==> config.mk <==
export PLATFORM = sky130hd
export DESIGN_NAME = bit_serializer
export DESIGN_NICKNAME = d
export VERILOG_FILES = /design/src/rtl/bit_serializer_pkg.sv /design/src/rtl/bit_serializer_hold.sv /design/src/rtl/bit_serializer.sv
export SDC_FILE = /design/constraint.sdc
export NUM_CORES = 1
export LEC_CHECK = 0
export CORE_MARGIN = 1
export CORE_UTILIZATION = 50
export CTS_BUF_LIST = sky130_fd_sc_hd__clkbuf_8
export DETAILED_ROUTE_END_ITERATION = 10
export MAX_ROUTING_LAYER = met4
export PLACE_DENSITY = 0.74
export SLEW_MARGIN = 10
export SYNTH_ARGS = -nofsm -noshare
export SYNTH_HDL_FRONTEND = slang
export SYNTH_SLANG_ARGS = --single-unit
==> constraint.sdc <==
create_clock -name clk -period 1.91 [get_ports clk]
set_input_delay 0.2865 -clock clk [delete_from_list [all_inputs] [get_ports clk]]
set_output_delay 0.2865 -clock clk [all_outputs]
set_load 0.05 [all_outputs]
==> src/rtl/bit_serializer_pkg.sv <==
// Shared definitions for the serializer that feeds the 1-1-0-1 detector.
// IDLE_BIT lives here so detector-side benches agree on the line idle level.
package bit_serializer_pkg;

    typedef enum logic {
        ST_IDLE  = 1'b0,
        ST_SHIFT = 1'b1
    } state_e;

    localparam int   DEFAULT_WIDTH    = 8;
    localparam logic DEFAULT_IDLE_BIT = 1'b0;

endpackage

==> src/rtl/bit_serializer_hold.sv <==
// One-entry holding buffer that lets the next word wait while the current one shifts.
// The parent never writes and reads it in the same cycle.
module bit_serializer_hold
    import bit_serializer_pkg::*;
#(
    parameter int WIDTH = DEFAULT_WIDTH
) (
    input  logic             clk,
    input  logic             reset_n,
    input  logic             wr,
    input  logic             rd,
    input  logic [WIDTH-1:0] din,
    output logic [WIDTH-1:0] dout,
    output logic             full
);

    logic [WIDTH-1:0] hold_d, hold_q;
    logic             hold_full_d, hold_full_q;

    always_comb begin
        hold_d      = hold_q;
        hold_full_d = hold_full_q;
        if (wr) begin
            hold_d      = din;
            hold_full_d = 1'b1;
        end else if (rd) begin
            hold_full_d = 1'b0;
        end
    end

    always_ff @(posedge clk or negedge reset_n) begin
        if (!reset_n) begin
            hold_q      <= '0;
            hold_full_q <= 1'b0;
        end else begin
            hold_q      <= hold_d;
            hold_full_q <= hold_full_d;
        end
    end

    assign dout = hold_q;
    assign full = hold_full_q;

endmodule

==> src/rtl/bit_serializer.sv <==
// Parallel-to-serial front end: WIDTH-bit words in over load/ready, one bit per clock out on w.
// Outputs depend only on registers, so there is no path from load/data_in to any output.
module bit_serializer
    import bit_serializer_pkg::*;
#(
    parameter int   WIDTH     = DEFAULT_WIDTH,
    parameter int   MSB_FIRST = 1,
    parameter logic IDLE_BIT  = DEFAULT_IDLE_BIT
) (
    input  logic             clk,
    input  logic             reset_n,
    input  logic [WIDTH-1:0] data_in,
    input  logic             load,
    output logic             ready,
    output logic             w,
    output logic             bit_valid,
    output logic             last_bit
);

    localparam int             CW       = $clog2(WIDTH + 1);
    localparam logic [CW-1:0]  CNT_FULL = CW'(WIDTH);
    localparam logic [CW-1:0]  CNT_ONE  = CW'(1);

    state_e           state_d, state_q;
    logic [WIDTH-1:0] sreg_d, sreg_q;
    logic [CW-1:0]    cnt_d, cnt_q;
    logic             hold_wr, hold_rd, hold_full;
    logic [WIDTH-1:0] hold_dout;
    logic [WIDTH-1:0] sreg_shifted;
    logic             out_bit;

    bit_serializer_hold #(.WIDTH(WIDTH)) u_hold (
        .clk     (clk),
        .reset_n (reset_n),
        .wr      (hold_wr),
        .rd      (hold_rd),
        .din     (data_in),
        .dout    (hold_dout),
        .full    (hold_full)
    );

    // Shift toward whichever end drives w, zero-filling behind.
    assign sreg_shifted = (MSB_FIRST != 0) ? {sreg_q[WIDTH-2:0], 1'b0}
                                           : {1'b0, sreg_q[WIDTH-1:1]};

    always_comb begin
        state_d = state_q;
        sreg_d  = sreg_q;
        cnt_d   = cnt_q;
        hold_wr = 1'b0;
        hold_rd = 1'b0;
        case (state_q)
            ST_IDLE: begin
                if (load) begin
                    sreg_d  = data_in;
                    cnt_d   = CNT_FULL;
                    state_d = ST_SHIFT;
                end
            end
            ST_SHIFT: begin
                if (cnt_q > CNT_ONE) begin
                    sreg_d  = sreg_shifted;
                    cnt_d   = cnt_q - CNT_ONE;
                    hold_wr = load && !hold_full;
                end else if (hold_full) begin
                    sreg_d  = hold_dout;
                    cnt_d   = CNT_FULL;
                    hold_rd = 1'b1;
                end else if (load) begin
                    // Bypass: hold is empty, so the new word goes straight into the shifter.
                    sreg_d = data_in;
                    cnt_d  = CNT_FULL;
                end else begin
                    state_d = ST_IDLE;
                    cnt_d   = '0;
                end
            end
            default: begin
                state_d = ST_IDLE;
                cnt_d   = '0;
            end
        endcase
    end

    always_ff @(posedge clk or negedge reset_n) begin
        if (!reset_n) begin
            state_q <= ST_IDLE;
            sreg_q  <= '0;
            cnt_q   <= '0;
        end else begin
            state_q <= state_d;
            sreg_q  <= sreg_d;
            cnt_q   <= cnt_d;
        end
    end

    assign out_bit   = (MSB_FIRST != 0) ? sreg_q[WIDTH-1] : sreg_q[0];
    assign ready     = !hold_full;
    assign bit_valid = (state_q == ST_SHIFT);
    assign last_bit  = bit_valid && (cnt_q == CNT_ONE);
    assign w         = bit_valid ? out_bit : IDLE_BIT;

endmodule

# Word-level counts from Yosys, hierarchy flattened
# Cells that the tools add are included.
[word_totals] in_bits=11 reg_bits=22 out_inout_bits=4
[op_classes] n_reduce_logical=4 muxes=21 n_bitwise=1 order_cmp=1 addsub=1 n_eq_ne=2
[op_table] op="8-bit 2-to-1 mux" n=3
[op_table] op="4-bit 2-to-1 mux" n=4
[op_table] op="8-bit one-hot mux with 2 select lines" n=1
[op_table] op="1-bit 2-to-1 mux" n=11
[op_table] op="4-bit one-hot mux with 2 select lines" n=1
[op_table] op="4-bit by 1-bit == test with 1-bit output, second input constant" n=1
[op_table] op="4-bit by 1-bit greater-than comparator with 1-bit output, second input constant" n=1
[op_table] op="4-bit by 1-bit subtractor with 4-bit output, second input constant" n=1
[op_table] op="1-bit logical AND" n=2
[op_table] op="2-bit inequality test, second input constant" n=1
[op_table] op="1-bit one-hot mux with 2 select lines" n=1
[op_table] op="2-bit nonzero test" n=1
[op_table] op="1-bit zero test" n=1
[op_table] op="1-bit inverter" n=1

# Longest topological paths before layout
# Gate-level depths: netlist of the first run.
[logic_depth] ltp_word=5 ltp_mapped=6

# By module
# A second synthesis of the first run with hierarchy kept.
[unflattened] hier_cells=96 area_unflattened_um2=1127.3
[by_module_without_submodules] module="bit_serializer" area_each_um2=758.2 n_inst=1 cells_per_inst=76
[by_module_without_submodules] module="bit_serializer_hold" area_each_um2=369.1 n_inst=1 cells_per_inst=20

# Least setup slack after synthesis of the first run
# No wires, ideal clock.
[synth_path] kind="reg-to-reg" start="register cnt_q[0]" end="register u_hold.hold_q[0] (netlist: u_hold.dout[0])" path_stages_with_launch=7 path_slack_ps=193 setup_ps=125 arrival_ps=1592 path_cell_list="dfrtp_1 > inv_1 > ha_1 > nor2_2 > nor3_4 > nor3_4 > mux2_2"
[synth_via] elab_chain_cells=3
[synth_lines] item="start: declaration" line_no="bit_serializer.sv:26" rtl="logic [CW-1:0] cnt_d, cnt_q;"
[synth_lines] item="start signal: assignment" line_no="bit_serializer.sv:93" rtl="cnt_q <= cnt_d;"
[synth_lines] item="4-bit by 1-bit greater-than comparator with 1-bit output" line_no="bit_serializer.sv:61" rtl="if (cnt_q > CNT_ONE) begin"
[synth_lines] item="1-bit 2-to-1 mux" line_no="bit_serializer.sv:61"
[synth_lines] item="1-bit 2-to-1 mux" line_no="bit_serializer.sv:52" rtl="case (state_q)"
[synth_lines] item="end signal: assignment" line_no="bit_serializer_hold.sv:36" rtl="hold_q <= hold_d;"
[synth_lines] item="end: declaration" line_no="bit_serializer_hold.sv:17" rtl="logic [WIDTH-1:0] hold_d, hold_q;"
# Every way passes these cells.
# A chain may end at the register's enable or synchronous reset.

# Final worst setup path of the first run
# Ends and elaborated chain as after synthesis.

==> results of run 1 <==
## registers in the layout (all words and copies together), names as in the netlist
signal,count
bit_valid,1
u_hold.full,1
u_hold.dout,8
sreg_q,8
cnt_q,4
## kinds of logic (layout without fill, tap and decap cells)
family | Yosys count | count (layout)
AOI/OAI and AO/OA | 27 | 27
DFF | 22 | 22
and+or+nand+nor | 17 | 17
muxes | 16 | 16
buffers and inverters | 9 | 30
adders and majority gates | 2 | 2
## critical path, cell delays in order (launching register included)
cell	delay, ns
dfrtp_1	0.40
inv_1	0.08
ha_1	0.24
nor2_2	0.21
nor3_4	0.07
nor3_4	0.14
buf_4	0.18
mux2_2	0.34
## cells in the final DEF (no fill, tap or decap)
| master | netlist | final |
|---|---|---|
| and3_1 | 1 | 1 |
| nand2b_1 | 2 | 2 |
| nand3b_1 | 1 | 1 |
| inv_1 | 4 | 4 |
| nand2_1 | 3 | 3 |
| a22o_1 | 1 | 1 |
| o32ai_1 | 1 | 1 |
| o311ai_0 | 1 | 1 |
| a31oi_1 | 1 | 1 |
| a22oi_1 | 8 | 8 |
| mux2_2 | 8 | 8 |
| mux2i_1 | 8 | 8 |
| buf_4 | 0 | 10 |
| o21ai_0 | 4 | 4 |
| and2_1 | 1 | 1 |
| clkdlybuf4s50_1 | 0 | 10 |
| nor2_1 | 4 | 4 |
| a21oi_1 | 1 | 1 |
| o22ai_1 | 9 | 9 |
| clkbuf_8 | 0 | 3 |
| o21ai_1 | 1 | 1 |
| ha_1 | 2 | 2 |
| buf_12 | 0 | 3 |
| nor3_4 | 2 | 2 |
| dfrtp_1 | 22 | 22 |
| nor2_2 | 1 | 1 |
| nand3_1 | 1 | 1 |
| nand4_1 | 1 | 1 |
## per-layer routing
metal  up-vias  part of all wire [%]
met1       389                    44
met4         0                   1.3
met3         4                   4.1
li1        397                     -
met2        20                    50
met5         -                     0
## power groups by stage
stage | sequential (mW) | clock, mW | combinational, mW
2_1_floorplan | 0.794 | 0 | 0.664
3_3_place_gp | 0.828 | 0 | 0.898
3_5_place_dp | 0.833 | 0 | 0.918
4_1_cts | 0.827 | 0.284 | 0.925
5_1_grt | 0.855 | 0.296 | 1.02
6_report | 0.829 | 0.277 | 0.933
## area by class of cell
type | instances | share of cell area [%]
sequential | 22 | 40.52
multi-input combinational | 62 | 35.54
timing repair buffer | 23 | 17.31
clock buffer | 3 | 3.039
tap | 27 | 2.486
inverter | 4 | 1.105
## metrics by stage
| step | power, mW | worst slack, ns |
|---|---|---|
| 4_1_cts | 2.036 | 0.02542 |
| 3_3_place_gp | 1.727 | 0.1042 |
| 5_1_grt | 2.169 | 0.04844 |
| 2_1_floorplan | 1.458 | 0.1931 |
| 3_5_place_dp | 1.751 | 0.05805 |
| 6_report | 2.039 | 0.1412 |
## worst paths after layout
check                                        endpoint  slack [ns]  cells past startpoint
min in group clk           u_hold.dout[2]$_DFFE_PN0P_        0.51                      1
max reg2reg                u_hold.dout[0]$_DFFE_PN0P_        0.14                      7
max                        u_hold.dout[0]$_DFFE_PN0P_        0.14                      7
min reg2reg                u_hold.dout[2]$_DFFE_PN0P_        0.51                      1
min                               bit_valid$_DFF_PN0_        0.37                      2
max in group asynchronous         sreg_q[3]$_DFF_PN0_        1.31                      2
==> results.ini, run 1 <==
[pwr]
p_sw_uw=739.8
peakVddDrop_mv=0.9115
sw_frac_of_total_pct=36.28
intPower_mw=1.299
sequentialPowerShare_pct=40.6
pwr-share-clk_pct=13.6
pwr-share-comb_pct=45.8
cellPowerDensity_nw_per_um2=1501
leakagePower_nw=0.6078

[logic_synthesis]
synth_compound_area_share_pct=16.74
synth_top_area_share_pct=51.52
synth_top_family_by_area=compound AO/OA/AOI/OAI gates
synthesis.nets=106
postSynthAreaPerCell_um2=11.49
synth.distinct_cells=26
synth_commonest_cells=dfrtp_1 (22), o22ai_1 (9), a22oi_1 (8), mux2_2 (8), mux2i_1 (8)
ys_warn_count=0
ys_top_cells_by_area=dfrtp_1 (52%), mux2_2 (8.4%), mux2i_1 (7.5%)
synthCells=93
synthAdderAreaFrac_pct=2.342
synth_top_cell_by_area=dfrtp_1
synth_simple_gate_area_share_pct=10.19
synth_edf_count=0
ys_seq_area_share_pct=51.52
synthArstFlopShare_pct=100.0
synthMuxAreaShare_pct=15.93
synth-xor-area-share_pct=0
synth-seq-cells=22
synth.most_common_cell=dfrtp_1
synth_ff_type=dfrtp_1
synth_area_um2=1069

[final_layout]
fin_nets=129
fillers=138
final_area_um2=1359
layoutNonFillerInstCount=141
area_growth_pct=27.17
drive_gt1_share_pct=23.68
final_util_pct=68.56
multi_input_area_um2=483.0
seq_area_um2=550.5
antenna_cells=0

[placement]
placed_area_um2=1303
placed_cells=136
hpwl_um=1465
io_buffer_count=14
gp_congestion=0.8535

[timing]
final.setup_skew_ns=0.004554
period_needed_ns=1.769
finalHoldViolCount=0
finalSetupViolCount=0
tns_ns=0
slew_headroom_pct=75.32
timing.fmax_ghz=0.5654
tightestPinTransition_ns=0.3692
maxSlewViolCount=0
rsz0062_at_grt=no
min_period_over_period_pct=92.61
timing.hold.ws_ns=0.3727

[global_route]
first_global_vias=713
use_met3_pct=4.074
grt_usage_pct=20.87
use_met1_pct=28.37
busiest_layer=met2
use_met2_pct=31.47
grt_pass1_wl_um=3194
grt_max_degree=23
antenna_found_initial=0
grt_overflow=0

[setup_path]
crit_start=cnt_q[0]$_DFFE_PN0P_
required_ns=2.05
start_kind=register
path_max_fanout=5
crit_path_end_kind=register
worstSetupPathType=reg -> reg
critical_path_arrival_ns=1.91
r2r-start=cnt_q[0]$_DFFE_PN0P_

[die]
die_area_um2=2326
row_count=16
initial_utilization_pct=53.91
fp.dieW_um=48.23
core_region_area_um2=1982
num_io_pins=15
die_h_um=48.23

[routing]
via_per_inst=5.745
via_count=810
first_pass_iters=6
wirelength_um=2197
drt.antenna.violating_nets=0
drc=0
drt_iter0_drc=21
drt-wirelength-per-cell_um=15.58

[worst_hold_path]
hp-class=in -> async

[clocking]
post_cts.repair.setup_buffers=0
clk_pin_slew_ns=0.08
cts_resized=0
cts.path.max_buffers=2
cts_made_buffers=3
ctsHtreeMaxLevel=1
ctsHoldBuffers=0
cts_tree=done
worstSkewPairLatency_ns=0.26
cts_root_buf=clkbuf_8
clock-sinks=22

[flow_run]
maxCapViolations=0

[outcome]
status=finished clean

(Power assumes the default switching activity.)
==> run 2: changes to the inputs <==
Settings changed: CAP_MARGIN set to 20, TNS_END_PERCENT set to 1.
==> results of run 2 <==
No change in the layout: final DEF, timing and power equal those of run 1.
==> run 3: changes to the inputs <==
Settings changed: SLEW_MARGIN 10 to 15.
==> results of run 3 <==
No change in the layout: final DEF, timing and power equal those of run 1.
